==> config.mk <==
export PLATFORM = sky130hd
export DESIGN_NAME = steer_pi
export DESIGN_NICKNAME = d
export VERILOG_FILES = /design/src/rtl/steer_pkg.sv /design/src/rtl/sat_signed.sv /design/src/rtl/steer_pi.sv
export SDC_FILE = /design/constraint.sdc
export NUM_CORES = 1
export LEC_CHECK = 0
export ABC_CLOCK_PERIOD_IN_PS = 7000
export CORE_MARGIN = 1
export CORE_UTILIZATION = 35
export DETAILED_ROUTE_END_ITERATION = 10
export SYNTH_ARGS = -nofsm -noshare
export SYNTH_HDL_FRONTEND = slang
export SYNTH_SLANG_ARGS = --single-unit
==> constraint.sdc <==
create_clock -name clk -period 7 [get_ports clk]
set_clock_uncertainty 0.15 [all_clocks]
set_input_delay 1.4 -clock clk [delete_from_list [all_inputs] [get_ports clk]]
set_output_delay 1.4 -clock clk [all_outputs]
set_load 0.05 [all_outputs]
==> src/rtl/steer_pkg.sv <==
// Shared widths, limits, FSM encoding and debug view for the steering PI controller.
package steer_pkg;

    localparam int ERR_W    = 12;
    localparam int ESAT_W   = 10;
    localparam int CMD_W    = 11;
    localparam int INT_W    = 15;
    localparam int PT_W     = 14;
    localparam int ADD_W    = 16;

    localparam int ESAT_MAX = 511;
    localparam int ESAT_MIN = -512;
    localparam int CMD_MAX  = 1023;
    localparam int CMD_MIN  = -1023;
    localparam int INT_MAX  = 16383;

    typedef enum logic [1:0] {
        IDLE   = 2'd0,
        CALC_P = 2'd1,
        CALC_I = 2'd2,
        SUM    = 2'd3
    } state_t;

    typedef struct packed {
        state_t             state;
        logic [INT_W-1:0]   integ;
    } steer_dbg_t;

endpackage

==> src/rtl/sat_signed.sv <==
// Signed saturator: clamps a wide signed value into [MIN_V, MAX_V] at a narrower width.
module sat_signed #(
    parameter int IN_W  = 16,
    parameter int OUT_W = 11,
    parameter int MAX_V = 1023,
    parameter int MIN_V = -1023
) (
    input  logic signed [IN_W-1:0]  din,
    output logic signed [OUT_W-1:0] dout
);

    localparam logic signed [IN_W-1:0] HI = IN_W'(MAX_V);
    localparam logic signed [IN_W-1:0] LO = IN_W'(MIN_V);

    always_comb begin
        if (din > HI) begin
            dout = HI[OUT_W-1:0];
        end else if (din < LO) begin
            dout = LO[OUT_W-1:0];
        end else begin
            dout = din[OUT_W-1:0];
        end
    end

endmodule

==> src/rtl/steer_pi.sv <==
// Steering PI controller: error sample -> P term, saturating integrator, clamped wheel commands.
module steer_pi
    import steer_pkg::*;
#(
    parameter int           P_COEF  = 3,
    parameter logic [10:0]  FWD_SPD = 11'h200,
    parameter int           I_SHIFT = 4
) (
    input  logic              clk,
    input  logic              rst_n,
    input  logic              go,
    input  logic              err_vld,
    input  logic [ERR_W-1:0]  error,
    output logic [CMD_W-1:0]  lft,
    output logic [CMD_W-1:0]  rht,
    output logic              rdy,
    output steer_dbg_t        dbg
);

    localparam logic signed [PT_W-1:0]  P_COEF_S = PT_W'(P_COEF);
    localparam logic signed [ADD_W-1:0] FWD_EXT  = {{(ADD_W-CMD_W){FWD_SPD[CMD_W-1]}}, FWD_SPD};

    state_t                     state;
    logic signed [ESAT_W-1:0]   err_sat;
    logic signed [PT_W-1:0]     p_term;
    logic signed [INT_W-1:0]    integ;

    logic signed [ESAT_W-1:0]   err_sat_n;
    logic signed [PT_W-1:0]     p_mult;
    logic signed [INT_W-1:0]    i_term;
    logic signed [ADD_W-1:0]    add_a;
    logic signed [ADD_W-1:0]    add_b;
    logic signed [ADD_W-1:0]    add_y;
    logic signed [INT_W-1:0]    integ_n;
    logic signed [INT_W-1:0]    pid;
    logic signed [ADD_W-1:0]    lft_sum;
    logic signed [ADD_W-1:0]    rht_sum;
    logic signed [CMD_W-1:0]    lft_n;
    logic signed [CMD_W-1:0]    rht_n;

    sat_signed #(.IN_W(ERR_W), .OUT_W(ESAT_W), .MAX_V(ESAT_MAX), .MIN_V(ESAT_MIN)) u_sat_err (
        .din  (error),
        .dout (err_sat_n)
    );

    assign p_mult = {{(PT_W-ESAT_W){err_sat[ESAT_W-1]}}, err_sat} * P_COEF_S;
    assign i_term = integ >>> I_SHIFT;

    // One adder serves both the integrator update (CALC_I) and the P+I sum (SUM).
    always_comb begin
        add_a = '0;
        add_b = '0;
        if (state == SUM) begin
            add_a = {{(ADD_W-PT_W){p_term[PT_W-1]}}, p_term};
            add_b = {{(ADD_W-INT_W){i_term[INT_W-1]}}, i_term};
        end else begin
            add_a = {{(ADD_W-INT_W){integ[INT_W-1]}}, integ};
            add_b = {{(ADD_W-ESAT_W){err_sat[ESAT_W-1]}}, err_sat};
        end
    end

    assign add_y = add_a + add_b;
    assign pid   = add_y[INT_W-1:0];

    sat_signed #(.IN_W(ADD_W), .OUT_W(INT_W), .MAX_V(INT_MAX), .MIN_V(-INT_MAX)) u_sat_int (
        .din  (add_y),
        .dout (integ_n)
    );

    assign lft_sum = FWD_EXT + {{(ADD_W-INT_W){pid[INT_W-1]}}, pid};
    assign rht_sum = FWD_EXT - {{(ADD_W-INT_W){pid[INT_W-1]}}, pid};

    sat_signed #(.IN_W(ADD_W), .OUT_W(CMD_W), .MAX_V(CMD_MAX), .MIN_V(CMD_MIN)) u_sat_lft (
        .din  (lft_sum),
        .dout (lft_n)
    );

    sat_signed #(.IN_W(ADD_W), .OUT_W(CMD_W), .MAX_V(CMD_MAX), .MIN_V(CMD_MIN)) u_sat_rht (
        .din  (rht_sum),
        .dout (rht_n)
    );

    // Dropping go brakes and aborts any in-flight sample; it outranks a coincident err_vld.
    always_ff @(posedge clk or negedge rst_n) begin
        if (!rst_n) begin
            state   <= IDLE;
            err_sat <= '0;
            p_term  <= '0;
            integ   <= '0;
            lft     <= '0;
            rht     <= '0;
            rdy     <= 1'b0;
        end else if (!go) begin
            state   <= IDLE;
            integ   <= '0;
            lft     <= '0;
            rht     <= '0;
            rdy     <= 1'b0;
        end else begin
            rdy <= 1'b0;
            case (state)
                IDLE: begin
                    if (err_vld) begin
                        err_sat <= err_sat_n;
                        state   <= CALC_P;
                    end
                end
                CALC_P: begin
                    p_term <= p_mult;
                    state  <= CALC_I;
                end
                CALC_I: begin
                    integ <= integ_n;
                    state <= SUM;
                end
                SUM: begin
                    lft   <= lft_n;
                    rht   <= rht_n;
                    rdy   <= 1'b1;
                    state <= IDLE;
                end
                default: state <= IDLE;
            endcase
        end
    end

    assign dbg = '{state: state, integ: integ};

endmodule

== Yosys cells after proc, flatten, opt, wreduce, memory -nomap -nowiden ==
Cells that the tools add are included.

* Add/subtract/negate cells: 3
* Muxes and demuxes: 21
* Multipliers: 1
* Equality and inequality tests: 6
* Order comparisons: 8
* Reductions and logical operators: 3

{| class="wikitable"
|+ Operators by type and width
! cell !! count
|-
| $mux 11 || 8
|-
| $mux 15 || 4
|-
| $gt 16x11->1 const B || 2
|-
| $lt 16x11->1 const B || 2
|-
| $mux 16 || 2
|-
| $mux 10 || 2
|-
| $add 11x15->16 const A || 1
|-
| $add 16x16->16 || 1
|-
| $gt 16x15->1 const B || 1
|-
| $lt 16x15->1 const B || 1
|-
| $sub 11x15->16 const A || 1
|-
| $mul 14x2->14 const B || 1
|-
| $gt 12x10->1 const B || 1
|-
| $lt 12x10->1 const B || 1
|-
| $pmux 2 s4 || 1
|-
| $eq 2x2->1 const B || 2
|-
| $mux 2 || 2
|-
| $ne 2x1->1 const B || 2
|-
| $ne 3x3->1 const B || 1
|-
| $reduce_and 3->1 || 1
|-
| $eq 2x1->1 const B || 1
|-
| $logic_not 2->1 || 1
|-
| $mux 1 || 2
|-
| $reduce_and 2->1 || 1
|}

* Word-level logic and storage cells: 49
* Bits of input ports: 16
* Register bits: 64

== Longest topological paths before layout ==
* Depth in word-level cells: 9
* Mapped depth: 19
* Gate-level depth less buffers: 16

== Hierarchy ==
From an unflattened synthesis, not the netlist that was laid out.

* Cells, all modules: 547
* Area, all modules: 5001.0 um^2

{| class="wikitable"
|+ Modules (own cells, without submodules)
! module !! area an instance (um^2) !! sequential area each (um^2) !! cells each !! times used
|-
| steer_pi || 4190.3 || 1551.5 || 407 || 1
|-
| sat_signed (u_sat_lft ...) || 195.2 || 0.0 || 31 || 2
|-
| sat_signed (u_sat_int) || 216.5 || 0.0 || 45 || 1
|-
| sat_signed (u_sat_err) || 203.9 || 0.0 || 33 || 1
|}

== Worst setup path after synthesis ==
Ideal clock, no wire load.

* Kind: reg2reg
* Start: reg state[0]
* End: reg lft[3]
* Library setup time: 67 ps
* Required time: 6783 ps
* Data arrival time: 5188 ps
* Stages on the path, launching flop included: 19
* Buffers on the path: 2
* Period minus slack after synthesis: 5405 ps
* Slack: 1595 ps
* Cells stage by stage: dfrtp_1 ha_1 clkbuf_1 clkbuf_1 mux2_2 ha_1 fa_1 a211oi_4 o21ai_4 a21oi_2 xor2_1 inv_2 ha_1 nand2b_1 a2111oi_0 mux2i_1 o31ai_4 and3_4 a22o_1

* Cells in the longest elaborated chain, start to end: 9
* Elaborated cells on any way between the ends: 12
* Classes of those cells: add/sub (2); order compare (2); eq/ne (2); mux (6)

{| class="wikitable"
|+ Ends and longest elaborated chain
! element !! line !! text
|-
| start, declared || steer_pi.sv:23 || <nowiki>state_t state;</nowiki>
|-
| start signal, assigned || steer_pi.sv:86 || <nowiki>state <= IDLE;</nowiki>
|-
| start signal, assigned || steer_pi.sv:94 || <nowiki>state <= IDLE;</nowiki>
|-
| start signal, assigned || steer_pi.sv:105 || <nowiki>state <= CALC_P;</nowiki>
|-
| $eq 2x2->1 * || steer_pi.sv:53, steer_pi.sv:101 ||
|-
| $mux 16 || steer_pi.sv:53 || <nowiki>if (state == SUM) begin</nowiki>
|-
| $add 16x16->16 || steer_pi.sv:62 || <nowiki>assign add_y = add_a + add_b;</nowiki>
|-
| $add 11x15->16 || steer_pi.sv:70 || <nowiki>assign lft_sum = FWD_EXT + {{(ADD_W-INT_W){pid[INT_W-1]}}, pid};</nowiki>
|-
| $lt 16x11->1 || sat_signed.sv:18 || <nowiki>end else if (din < LO) begin</nowiki>
|-
| $mux 11 || sat_signed.sv:18 ||
|-
| $mux 11 || sat_signed.sv:16 || <nowiki>if (din > HI) begin</nowiki>
|-
| $mux 11 || steer_pi.sv:101 || <nowiki>case (state)</nowiki>
|-
| $mux 11 || steer_pi.sv:93 || <nowiki>end else if (!go) begin</nowiki>
|-
| end signal, assigned || steer_pi.sv:117 || <nowiki>lft <= lft_n;</nowiki>
|-
| end, declared || steer_pi.sv:14 || <nowiki>output logic [CMD_W-1:0] lft,</nowiki>
|}

Every way passes the cells marked *; elsewhere a longest branch is shown, timed or not. The select of a mux whose other input is x is not followed.
A chain may end at the register's enable or synchronous reset.

== Worst setup path after layout ==
Same ends and word-level chain as after synthesis.

==> impl_metrics.tcl <==
set metrics [dict create \
    cp_max_fo 26 \
    ios 56 \
    die_h_um 121.7 \
    syn-num-nets 627 \
    syn_avg_cell_area_um2 8.732 \
    seq_area_um2 1551 \
    synth.most_common_cell "o21ai_0" \
    slowest_delay_ns 0.82 \
    antenna_left 0 \
    fill_cells 1380 \
    dp_hpwl_mm 9.644 \
    end_kind "flop" \
    drive_gt1_frac 0.1232 \
    yosys_warnings 0 \
    drtPass1Iterations 5 \
    wl_mm 12.75 \
    initial_utilization 0.3597 \
    hold_viol_final 0 \
    htree_num_levels 3 \
    diodes 0 \
    cp.arrival_ns 5.80 \
    cts-resized-gates 0 \
    clock-sinks 62 \
    cp_common_cell "ha_1" \
    drv_slew 0 \
    ys_seq_area_frac 0.3095 \
    fin_nets 665 \
    cts-root-buf "clkbuf_16" \
    rsz0062_at_grt "no" \
    setup_tns_ns 0 \
    synth_area_um2 5012 \
    synth.distinct_cells 75 \
    grt_usage 0.1838 \
    drc_errors 0 \
    num_vias 4357 \
    gp_congestion 0.9224 \
    coreArea_um2 13930 \
    path_delay_family "adder cells" \
    worstPathCellList "ha_1 -> mux2_2 -> ha_1 -> fa_1 -> a211oi_4 -> o21ai_4 -> a21oi_2 -> xor2_1 -> inv_2 -> ha_1 -> nand2b_1 -> a2111oi_0 -> mux2i_1 -> o31ai_4 -> and3_4 -> a22o_1" \
    async_reset_ff_frac 1.000 \
    ys.flop_type "dfrtp_1" \
    postCtsSetupBuffers 0 \
    synth-edff-count 0 \
    antenna_found_initial 0 \
    synth_common_cells "78 x o21ai_0, 72 x nand2_1, 62 x dfrtp_1, 37 x a21oi_1, 35 x ha_1" \
    multiInputGateArea_um2 3257 \
    yosys.area.top_type "dfrtp_1" \
    cp.required_ns 7.12 \
    cp-start-kind "flop" \
    numCtsBuffers 9 \
    row_count 43 \
    grt_pass1_wl_mm 21.27 \
    overflow 0 \
    maxCapViolations 0 \
    place_area_um2 5680 \
    stdcell_area_um2 5957 \
    cts_hold_buf 0 \
    ys_seq_elements 62 \
    relSlewSlack 0.3699 \
    area_growth_pct 18.85 \
    avgRoutedWirePerCell_um 16.00 \
    cp_num_buf_inv 1 \
    dieArea_um2 14800 \
    setup_viol 0 \
    synthDominantCellAreaShare 0.3095 \
    hp-class "reg -> reg" \
    ys_top_cells_by_area "dfrtp_1 31%, ha_1 8.7%, o21ai_0 7.8%" \
    drtIter0Drc 254 \
    clk_pin_slew_worst_paths_ns 0.06 \
    worstSetupPathType "reg -> reg" \
    vias_per_cell 5.467 \
    grt_max_degree 63 \
    outcome "finished clean" \
    fmax_ghz 0.1762 \
    cts_tree "done" \
    tightest_slew_ns 0.9451 \
    portBuffers 55 \
    cts.path.max_buffers 2 \
    min_period_ns 5.674 \
    timing.final.crit_share 0.8106 \
    insertion_delay_ns 0.34 \
    dieWidth_um 121.7 \
    grt_pass1_vias 4206 \
    crit_slowest_cell "ha_1" \
    syn_inst 574 \
]
[sequential cells by signal, indices dropped and copies added, names as in the netlist]
signal   flops
integ       15
p_term      12
lft         11
rht         11
err_sat     10
state        2
rdy          1
[through the flow]
step / hold WS, ns / setup slack (ns) / std cells / utilization
floorplan: 0.2929 / 1.595 / 574 / -
global placement: 0.3107 / 1.590 / 781 / 0.4077
detailed placement: 0.3146 / 1.369 / 781 / 0.4077
CTS: 0.3278 / 1.356 / 797 / 0.4275
global route: 0.3434 / 0.9453 / 797 / 0.4275
finish: 0.3258 / 1.326 / 797 / 0.4275
[layer usage]
layer / global-route usage / part of all wire / vias to the layer above
li1: - / - / 2166
met1: 0.2370 / 0.46 / 2073
met2: 0.3068 / 0.48 / 100
met3: 0.03277 / 0.041 / 18
met4: 0.06636 / 0.017 / 0
met5: 0 / 0 / -
[cell families (layout without fill, tap and decap cells)]
logic type	Yosys count	in the layout	synth area share
muxes	29	29	0.06366
AOI/OAI and AO/OA	207	207	0.2868
and+or+nand+nor	162	162	0.1568
DFF	62	62	0.3095
xor gates and xnor gates	25	25	0.04518
buffers and inverters	51	94	0.04069
adders and majority gates	38	38	0.09735
[worst register-to-register path: stages, from the launching register on]
cell and delay (ns):
dfrtp_1 0.45, ha_1 0.82, mux2_2 0.42, ha_1 0.22, fa_1 0.48, a211oi_4 0.39, o21ai_4 0.14, a21oi_2 0.21
xor2_1 0.37, inv_2 0.15, ha_1 0.23, nand2b_1 0.15, a2111oi_0 0.44, mux2i_1 0.20, o31ai_4 0.38, and3_4 0.27
a22o_1 0.13
[layout make-up]
cell class                      count  share of cell area
Clock buffer                       11             0.04075
Clock inverter                      5            0.005671
Inverter                           19             0.01197
Multi-Input combinational cell    461              0.5467
Sequential cell                    62              0.2604
Tap cell                          180             0.03781
Timing Repair Buffer               59             0.09662
[path summary, 6_finish.rpt]
check                               start   endpoint  slack [ns]  cells after the start
min in group asynchronous           rst_n     lft[4]        1.08                      2
worst max register to register   state[0]     lft[3]        1.33                     16
max in group asynchronous           rst_n  p_term[9]        5.09                      2
worst min register to register  p_term[6]  p_term[6]        0.33                      2
worst max-delay path             state[0]     lft[3]        1.33                     16
worst min-delay path            p_term[6]  p_term[6]        0.33                      2
[placed cells by master, fill, tap and decap left out, types with 3 or more instances in the layout]
master           netlist  layout
a21o_1                 6       6
o21ai_1                3       3
mux2i_1                6       6
nor2_1                25      25
nand4_1                3       3
o211a_1                4       4
mux2_2                23      23
ha_1                  35      35
and2_1                 5       5
o21ai_0               78      78
o221ai_1               3       3
dfrtp_1               62      62
clkbuf_16              0       9
or2_1                  3       3
nor2b_1               10      10
o21bai_1               4       4
nor3_1                 7       7
a31oi_1               13      13
o21a_1                 4       4
o211ai_1              10      10
nand2b_1              10      10
clkdlybuf4s50_1        0      54
buf_4                  0       4
inv_1                 17      17
a22o_1                 4       4
o31ai_1                3       3
xor2_1                 9       9
a21oi_1               37      37
nand3_1                9       9
nand2_1               72      72
a211oi_1               6       6
nor4_1                 3       3
a21oi_2                3       3
xnor2_1               15      15
Power is left out: the tool's default activity adds up to more than one toggle a clock period on the data nets, which glitch-free logic cannot reach.
